File: src/rtl/unary_frame_generator_pkg.sv
// Shared definitions for the unary frame generator: FSM state encoding,
// default geometry and the count saturation helper. The bench imports this too.
package unary_frame_generator_pkg;

  typedef enum logic {
    IDLE = 1'b0,
    EMIT = 1'b1
  } state_e;

  localparam int FRAME_DEF = 3;
  localparam int CW_DEF    = 2;
  // Slot index width: wide enough for the largest legal frame (15 slots).
  localparam int SLOT_W    = 4;

  // Clamp a requested count to the frame length.
  function automatic logic [31:0] sat_count(input logic [31:0] count,
                                            input logic [31:0] frame);
    logic [31:0] res;
    if (count > frame) begin
      res = frame;
    end else begin
      res = count;
    end
    return res;
  endfunction

endpackage

File: src/rtl/unary_frame_generator_if.sv
// Handshake bundle between a count producer / slot consumer and the generator.
// master = the side that offers counts and consumes slots; slave = the generator.
interface unary_frame_generator_if
  import unary_frame_generator_pkg::*;
#(
  parameter int CW = CW_DEF
) ();

  logic          in_valid;
  logic          in_ready;
  logic [CW-1:0] count;
  logic          mode;
  logic          out_ready;
  logic          ser_out;
  logic          ser_valid;
  logic          frame_start;
  logic          frame_done;
  logic          sat_err;

  modport master (
    output in_valid, count, mode, out_ready,
    input  in_ready, ser_out, ser_valid, frame_start, frame_done, sat_err
  );

  modport slave (
    input  in_valid, count, mode, out_ready,
    output in_ready, ser_out, ser_valid, frame_start, frame_done, sat_err
  );

endinterface

File: src/rtl/unary_frame_generator_slot_decode.sv
// Combinational slot decoder: given the saturated count, the fill mode and a
// slot index, tells whether that slot carries a one.
module unary_slot_decode
  import unary_frame_generator_pkg::*;
#(
  parameter int FRAME = FRAME_DEF,
  parameter int CW    = CW_DEF
) (
  input  logic [CW-1:0]     cnt_i,
  input  logic              mode_i,
  input  logic [SLOT_W-1:0] slot_i,
  output logic              bit_o
);

  logic [31:0] slot_w;
  logic [31:0] cnt_w;
  logic [31:0] thr_w;

  // Mode 0 fills the leading slots, mode 1 the trailing ones; cnt <= FRAME so thr never wraps.
  always_comb begin
    slot_w = 32'(slot_i);
    cnt_w  = 32'(cnt_i);
    thr_w  = 32'(FRAME) - cnt_w;
    if (mode_i) begin
      bit_o = (slot_w >= thr_w);
    end else begin
      bit_o = (slot_w < cnt_w);
    end
  end

endmodule

File: src/rtl/unary_frame_generator.sv
// Unary frame generator: accepts a count word and serialises it as FRAME
// slots holding exactly cnt ones, packed at the front (mode 0) or back
// (mode 1). Back-to-back frames are chained without a gap when a new count
// is offered on the last slot.
module unary_frame_generator
  import unary_frame_generator_pkg::*;
#(
  parameter int FRAME = FRAME_DEF,
  parameter int CW    = CW_DEF
) (
  input logic                   clk,
  input logic                   rst,
  unary_frame_generator_if.slave bus
);

  localparam logic [SLOT_W-1:0] LAST_SLOT = SLOT_W'(FRAME - 1);
  localparam logic [SLOT_W-1:0] FIRST_SLOT = {SLOT_W{1'b0}};

  state_e            state_q, state_d;
  logic [SLOT_W-1:0] slot_q, slot_d;
  logic [CW-1:0]     cnt_q, cnt_d;
  logic              mode_q, mode_d;
  logic              sat_q, sat_d;

  logic              ser_out_q, ser_out_d;
  logic              ser_valid_q, ser_valid_d;
  logic              frame_start_q, frame_start_d;
  logic              frame_done_q, frame_done_d;
  logic              sat_err_q, sat_err_d;

  logic              in_ready_s;
  logic              accept_s;
  logic              last_s;
  logic [CW-1:0]     count_sat_s;
  logic              count_over_s;
  logic              slot_bit_s;

  // Bit for the slot that will be presented after the next edge.
  unary_slot_decode #(
    .FRAME (FRAME),
    .CW    (CW)
  ) u_decode (
    .cnt_i  (cnt_d),
    .mode_i (mode_d),
    .slot_i (slot_d),
    .bit_o  (slot_bit_s)
  );

  // Ready is combinational on out_ready so a new count can chain onto the last slot.
  always_comb begin
    last_s       = (slot_q == LAST_SLOT);
    count_over_s = (32'(bus.count) > 32'(FRAME));
    count_sat_s  = CW'(sat_count(32'(bus.count), 32'(FRAME)));
    if (state_q == IDLE) begin
      in_ready_s = 1'b1;
    end else begin
      in_ready_s = last_s && bus.out_ready;
    end
    accept_s = bus.in_valid && in_ready_s;
  end

  // Next-state logic for the FSM, slot counter and latched frame parameters.
  always_comb begin
    state_d = state_q;
    slot_d  = slot_q;
    cnt_d   = cnt_q;
    mode_d  = mode_q;
    sat_d   = sat_q;
    case (state_q)
      IDLE: begin
        if (accept_s) begin
          state_d = EMIT;
          slot_d  = FIRST_SLOT;
          cnt_d   = count_sat_s;
          mode_d  = bus.mode;
          sat_d   = count_over_s;
        end else begin
          state_d = IDLE;
        end
      end
      EMIT: begin
        if (!bus.out_ready) begin
          // Stall: everything holds, outputs recompute to the same values.
          slot_d = slot_q;
        end else if (!last_s) begin
          slot_d = slot_q + SLOT_W'(1);
        end else if (accept_s) begin
          slot_d = FIRST_SLOT;
          cnt_d  = count_sat_s;
          mode_d = bus.mode;
          sat_d  = count_over_s;
        end else begin
          state_d = IDLE;
          slot_d  = FIRST_SLOT;
        end
      end
      default: begin
        state_d = IDLE;
        slot_d  = FIRST_SLOT;
      end
    endcase
  end

  // Output values for the slot presented after the next edge.
  always_comb begin
    ser_valid_d   = 1'b0;
    ser_out_d     = 1'b0;
    frame_start_d = 1'b0;
    frame_done_d  = 1'b0;
    sat_err_d     = 1'b0;
    if (state_d == EMIT) begin
      ser_valid_d   = 1'b1;
      ser_out_d     = slot_bit_s;
      frame_start_d = (slot_d == FIRST_SLOT);
      frame_done_d  = (slot_d == LAST_SLOT);
      sat_err_d     = (slot_d == FIRST_SLOT) && sat_d;
    end else begin
      ser_valid_d   = 1'b0;
    end
  end

  // State, parameter and output registers; reset wins over every other input.
  always_ff @(posedge clk) begin
    if (rst) begin
      state_q       <= IDLE;
      slot_q        <= FIRST_SLOT;
      cnt_q         <= {CW{1'b0}};
      mode_q        <= 1'b0;
      sat_q         <= 1'b0;
      ser_out_q     <= 1'b0;
      ser_valid_q   <= 1'b0;
      frame_start_q <= 1'b0;
      frame_done_q  <= 1'b0;
      sat_err_q     <= 1'b0;
    end else begin
      state_q       <= state_d;
      slot_q        <= slot_d;
      cnt_q         <= cnt_d;
      mode_q        <= mode_d;
      sat_q         <= sat_d;
      ser_out_q     <= ser_out_d;
      ser_valid_q   <= ser_valid_d;
      frame_start_q <= frame_start_d;
      frame_done_q  <= frame_done_d;
      sat_err_q     <= sat_err_d;
    end
  end

  assign bus.in_ready    = in_ready_s;
  assign bus.ser_out     = ser_out_q;
  assign bus.ser_valid   = ser_valid_q;
  assign bus.frame_start = frame_start_q;
  assign bus.frame_done  = frame_done_q;
  assign bus.sat_err     = sat_err_q;

endmodule

File: src/flat_wrapper.sv
// flat-port wrapper written by rule: the top's interface ports become plain ports
module unary_frame_generator_flat import unary_frame_generator_pkg::*;
#(
  parameter int FRAME = FRAME_DEF,
  parameter int CW    = CW_DEF
)
  (clk, rst, bus_in_valid, bus_count, bus_mode, bus_out_ready, bus_in_ready, bus_ser_out, bus_ser_valid, bus_frame_start, bus_frame_done, bus_sat_err);
  unary_frame_generator_if #(.CW(CW)) bus_i ();
  input logic clk;
  input logic rst;
  input wire logic [$bits(bus_i.in_valid)-1:0] bus_in_valid;
  input wire logic [$bits(bus_i.count)-1:0] bus_count;
  input wire logic [$bits(bus_i.mode)-1:0] bus_mode;
  input wire logic [$bits(bus_i.out_ready)-1:0] bus_out_ready;
  output wire logic [$bits(bus_i.in_ready)-1:0] bus_in_ready;
  output wire logic [$bits(bus_i.ser_out)-1:0] bus_ser_out;
  output wire logic [$bits(bus_i.ser_valid)-1:0] bus_ser_valid;
  output wire logic [$bits(bus_i.frame_start)-1:0] bus_frame_start;
  output wire logic [$bits(bus_i.frame_done)-1:0] bus_frame_done;
  output wire logic [$bits(bus_i.sat_err)-1:0] bus_sat_err;
  assign bus_i.in_valid = bus_in_valid;
  assign bus_i.count = bus_count;
  assign bus_i.mode = bus_mode;
  assign bus_i.out_ready = bus_out_ready;
  assign bus_in_ready = bus_i.in_ready;
  assign bus_ser_out = bus_i.ser_out;
  assign bus_ser_valid = bus_i.ser_valid;
  assign bus_frame_start = bus_i.frame_start;
  assign bus_frame_done = bus_i.frame_done;
  assign bus_sat_err = bus_i.sat_err;
  unary_frame_generator #(.FRAME(FRAME), .CW(CW)) u_core (.clk(clk), .rst(rst), .bus(bus_i));
endmodule
File: config.mk
export PLATFORM = sky130hd
export DESIGN_NAME = unary_frame_generator_flat
export DESIGN_NICKNAME = d
export VERILOG_FILES = /design/src/rtl/unary_frame_generator_pkg.sv /design/src/rtl/unary_frame_generator_if.sv /design/src/rtl/unary_frame_generator_slot_decode.sv /design/src/rtl/unary_frame_generator.sv /design/src/flat_wrapper.sv
export SDC_FILE = /design/constraint.sdc
export NUM_CORES = 1
export LEC_CHECK = 0
export BUFFER_PORTS_ARGS = -buffer_cell sky130_fd_sc_hd__buf_2
export CAP_MARGIN = 0
export CORE_UTILIZATION = 40
export CTS_CLUSTER_DIAMETER = 40
export DETAILED_ROUTE_END_ITERATION = 16
export PLACE_DENSITY_LB_ADDON = 0.25
export REMOVE_ABC_BUFFERS = 1
export SYNTH_ARGS = -nofsm -noshare
export SYNTH_HDL_FRONTEND = slang
export SYNTH_SLANG_ARGS = --single-unit
File: constraint.sdc
create_clock -name clk -period 2.5 [get_ports clk]
set_clock_uncertainty 0.1 [all_clocks]
set_input_delay 0.125 -clock clk [delete_from_list [all_inputs] [get_ports clk]]
set_output_delay 0.125 -clock clk [all_outputs]
set_load 0.01 [all_outputs]
==> key figures <==
Outcome
  – Status: completed

Worst setup path
  – RR Endpoint: u_core.bus.ser_out$_SDFF_PP0_
  – Reg2reg path depth: 9
  – CP Max Fanout: 6
  – Worst Setup End Kind: flip-flop
  – Worst EP arrival: about 2.4 ns
  – Setup CP Type: reg2reg
  – Reg2reg setup slack: between 0.15 and 0.2 ns
  – Worst r2r src: u_core.slot_q[1]$_SDFF_PP0_
  – WP data required: around 2.6 ns
  – CP Launch Type: flip-flop

Synthesis
  – Synthesized area: ~740 um2
  – Syn Inst Count: 80
  – Post-synth EDFFs: 0
  – Yosys reg bits: 13
  – Synth Area per Inst: approximately 9.3 um2
  – Netlist cell types: 34
  – Seq/Total Area, Yosys: between 30% and 40%
  – Post-synth top flop: dfxtp_1
  – Ys Warns: 0
  – Fraction of registers with async set/reset: 0%

Final layout
  – Design Area, Final: around 870 um2
  – Most common cell after layout, fill and taps aside: dfxtp_1
  – Layout Nets: 110
  – Share of cells above drive strength 1: 25.0%
  – Antenna Cells: 0
  – Most frequent cells in the layout: dfxtp_1, buf_2, nor2_1
  – Area grow syn2layout: 16.7%

Route
  – Residual DRC: 0
  – DRT Pass-1 Iters: 4
  – Met2 routed WL: roughly 630 um
  – First DRT Iteration DRCs: 8
  – Via count: 630
  – ANT nets after route: 0
  – Met3 wire length: a little over 70 um
  – Met1 Routed Length: 682 um
  – Routed vias/inst: roughly 5.2
  – Routed wire length: 1400 um
  – Routed WL per cell: roughly 12 um
  – DR top layer: met4

GRT
  – Vias in the first global route: between 500 and 600
  – Largest net degree at the start of global routing: 11
  – Aggregate global routing overflow: 0
  – GRT Resource Usage Total: about 15%
  – Initial antenna violation count: 0
  – First-pass GRT wire length: between 2000 and 2500 um

Placed design
  – Port bufs: 12
  – Final HPWL DP: 1040 um
  – GPL Wtd Cong: 0.822
  – Post-placement cell area: around 840 um2
  – Pre-CTS setup slack: 0.220 ns

Pwr
  – Tot Pwr: ~0.44 mW
  – Pwr Density: ~500 nW/um2
  – VDD IR-drop max: 305 uV
  – Leak: between 0.3 and 0.4 nW

Floorplan
  – I/O pins: 13
  – Core area: roughly 1700 um2
  – Die width: around 45 um
  – Die area: 2030 um2
  – Die Ht: about 45 um
  – Row count: 15
  – Initial Utilization: 43.0%

Hold path
  – Worst min path class: in2reg
  – Hold Path Cell Cnt: 3
  – End of the worst hold path: u_core.cnt_q[0]$_SDFF_PP0_
  – Worst Hold Launch: bus_count[0]

Clock network
  – Clock slew at reported path FFs: around 0.08 ns
  – Clock net sink count: 13
  – Post-CTS Hold Buffers: 0
  – # resized after CTS: 0
  – CTS H-Tree Depth: 1
  – Total CTS buffers: 3
  – Root Driver: clkbuf_4
  – Setup Fix Bufs, Post-CTS: 0
  – Deepest clock path buffer count: 2
  – Later-pin clock latency in the skew report: roughly 0.27 ns
  – CTS tree: done

Timing
  – Setup WS post-layout: roughly 0.18 ns
  – Final Slew Violations: 0
  – Period minus WS final: roughly 2.3 ns
  – Final hold violation count: 0
  – Setup violators final: 0
  – TNS Setup: 0 ns
  – Fmax: 431 MHz
  – Final hold slack: roughly 0.047 ns
  – Worst-margin pin slew: around 0.28 ns
  – Slew margin rel.: a little over 80%
  – Final period util: between 90% and 100%
  – RSZ-0062 raised after global routing: false

Flow run
  – MaxCap Viol Count: 0
stage by stage:
stage,utilization [%],instances
4_1_cts,50.2,121
6_report,50.2,121
3_3_place_gp,48.7,117
5_1_grt,50.2,121
2_1_floorplan,-,78
3_5_place_dp,48.7,117
cells by family after synthesis:
group,after synthesis,synth area share [%]
flip-flops,13,35.0
multiplexers,3,4.04
buffers and inverters,7,3.70
XOR/XNOR,1,1.18
AND/OR/NAND/NOR,31,23.2
AO/OA/AOI/OAI,19,22.7
adder cells (fa/ha/maj),6,10.1
Yosys cell counts (all sizes together) (2+ instances only):
| master | count | area share, % |
|---|---|---|
| nor3 | 3 | 2.0 |
| inv | 5 | 2.5 |
| a21oi | 4 | 2.7 |
| nor2b | 3 | 2.5 |
| o21ai | 2 | 3.4 |
| ha | 6 | 10 |
| nor2 | 10 | 5.1 |
| mux2i | 3 | 4.0 |
| o211ai | 2 | 2.0 |
| dfxtp | 13 | 35 |
| nand4 | 2 | 1.7 |
| nand2 | 6 | 3.0 |
| o21a | 2 | 2.0 |
| a32oi | 2 | 3.4 |
metal layers:
metal / up-vias / global-route usage [%]
met4: 0 / 5.45
met5: - / 0
met1: 288 / 19.6
met3: 2 / 6.00
li1: 323 / -
met2: 17 / 23.2
final cells by class:
type | instances | area [um2]
multi-input cells | 60 | 455
well taps | 25 | 31.3
inverters | 5 | 18.8
fillers | 183 | 860
clock buffers | 4 | 26.3
repair buffers | 14 | 75.1
flip-flops and latches | 13 | 260
critical path: stages, from the launching register on:
cell       delay (ns)
dfxtp_1          0.36
ha_1             0.24
and4bb_4         0.24
o21ai_4          0.18
mux2i_1          0.33
inv_1            0.08
ha_1             0.30
a21oi_1          0.14
o211ai_1         0.10
o2bb2ai_1        0.14
report_power, final:
group,internal (mW),total [mW],switching (mW)
registers,0.217,0.221,0.00347
clock network,0.0618,0.128,0.0662
logic,0.0371,0.0893,0.0521
total,0.316,0.438,0.122
sequential cells by signal (all words and copies together), names as in the netlist:
name / flops
u_core.slot_q: 4
u_core.cnt_q: 2
u_core.bus.frame_done: 1
u_core.bus.frame_start: 1
u_core.bus.sat_err: 1
u_core.bus.ser_out: 1
u_core.bus.ser_valid: 1
u_core.mode_q: 1
u_core.sat_q: 1
worst max-delay path by stage:
| stage | end | cells past startpoint | slack (ns) | start |
|---|---|---|---|---|
| finish | u_core.bus.ser_out$_SDFF_PP0_ | 9 | 0.18 | u_core.slot_q[1]$_SDFF_PP0_ |
| global route | u_core.bus.ser_out$_SDFF_PP0_ | 11 | 0.05 | u_core.slot_q[0]$_SDFF_PP0_ |
| CTS | u_core.bus.ser_out$_SDFF_PP0_ | 11 | 0.18 | u_core.slot_q[0]$_SDFF_PP0_ |
| detailed placement | u_core.bus.ser_out$_SDFF_PP0_ | 11 | 0.22 | u_core.slot_q[0]$_SDFF_PP0_ |
| global placement | u_core.bus.ser_out$_SDFF_PP0_ | 11 | 0.25 | u_core.slot_q[0]$_SDFF_PP0_ |
| floorplan | u_core.bus.ser_out$_SDFF_PP0_ | 11 | 0.26 | u_core.slot_q[0]$_SDFF_PP0_ |
Power figures use the tool's default switching activity.
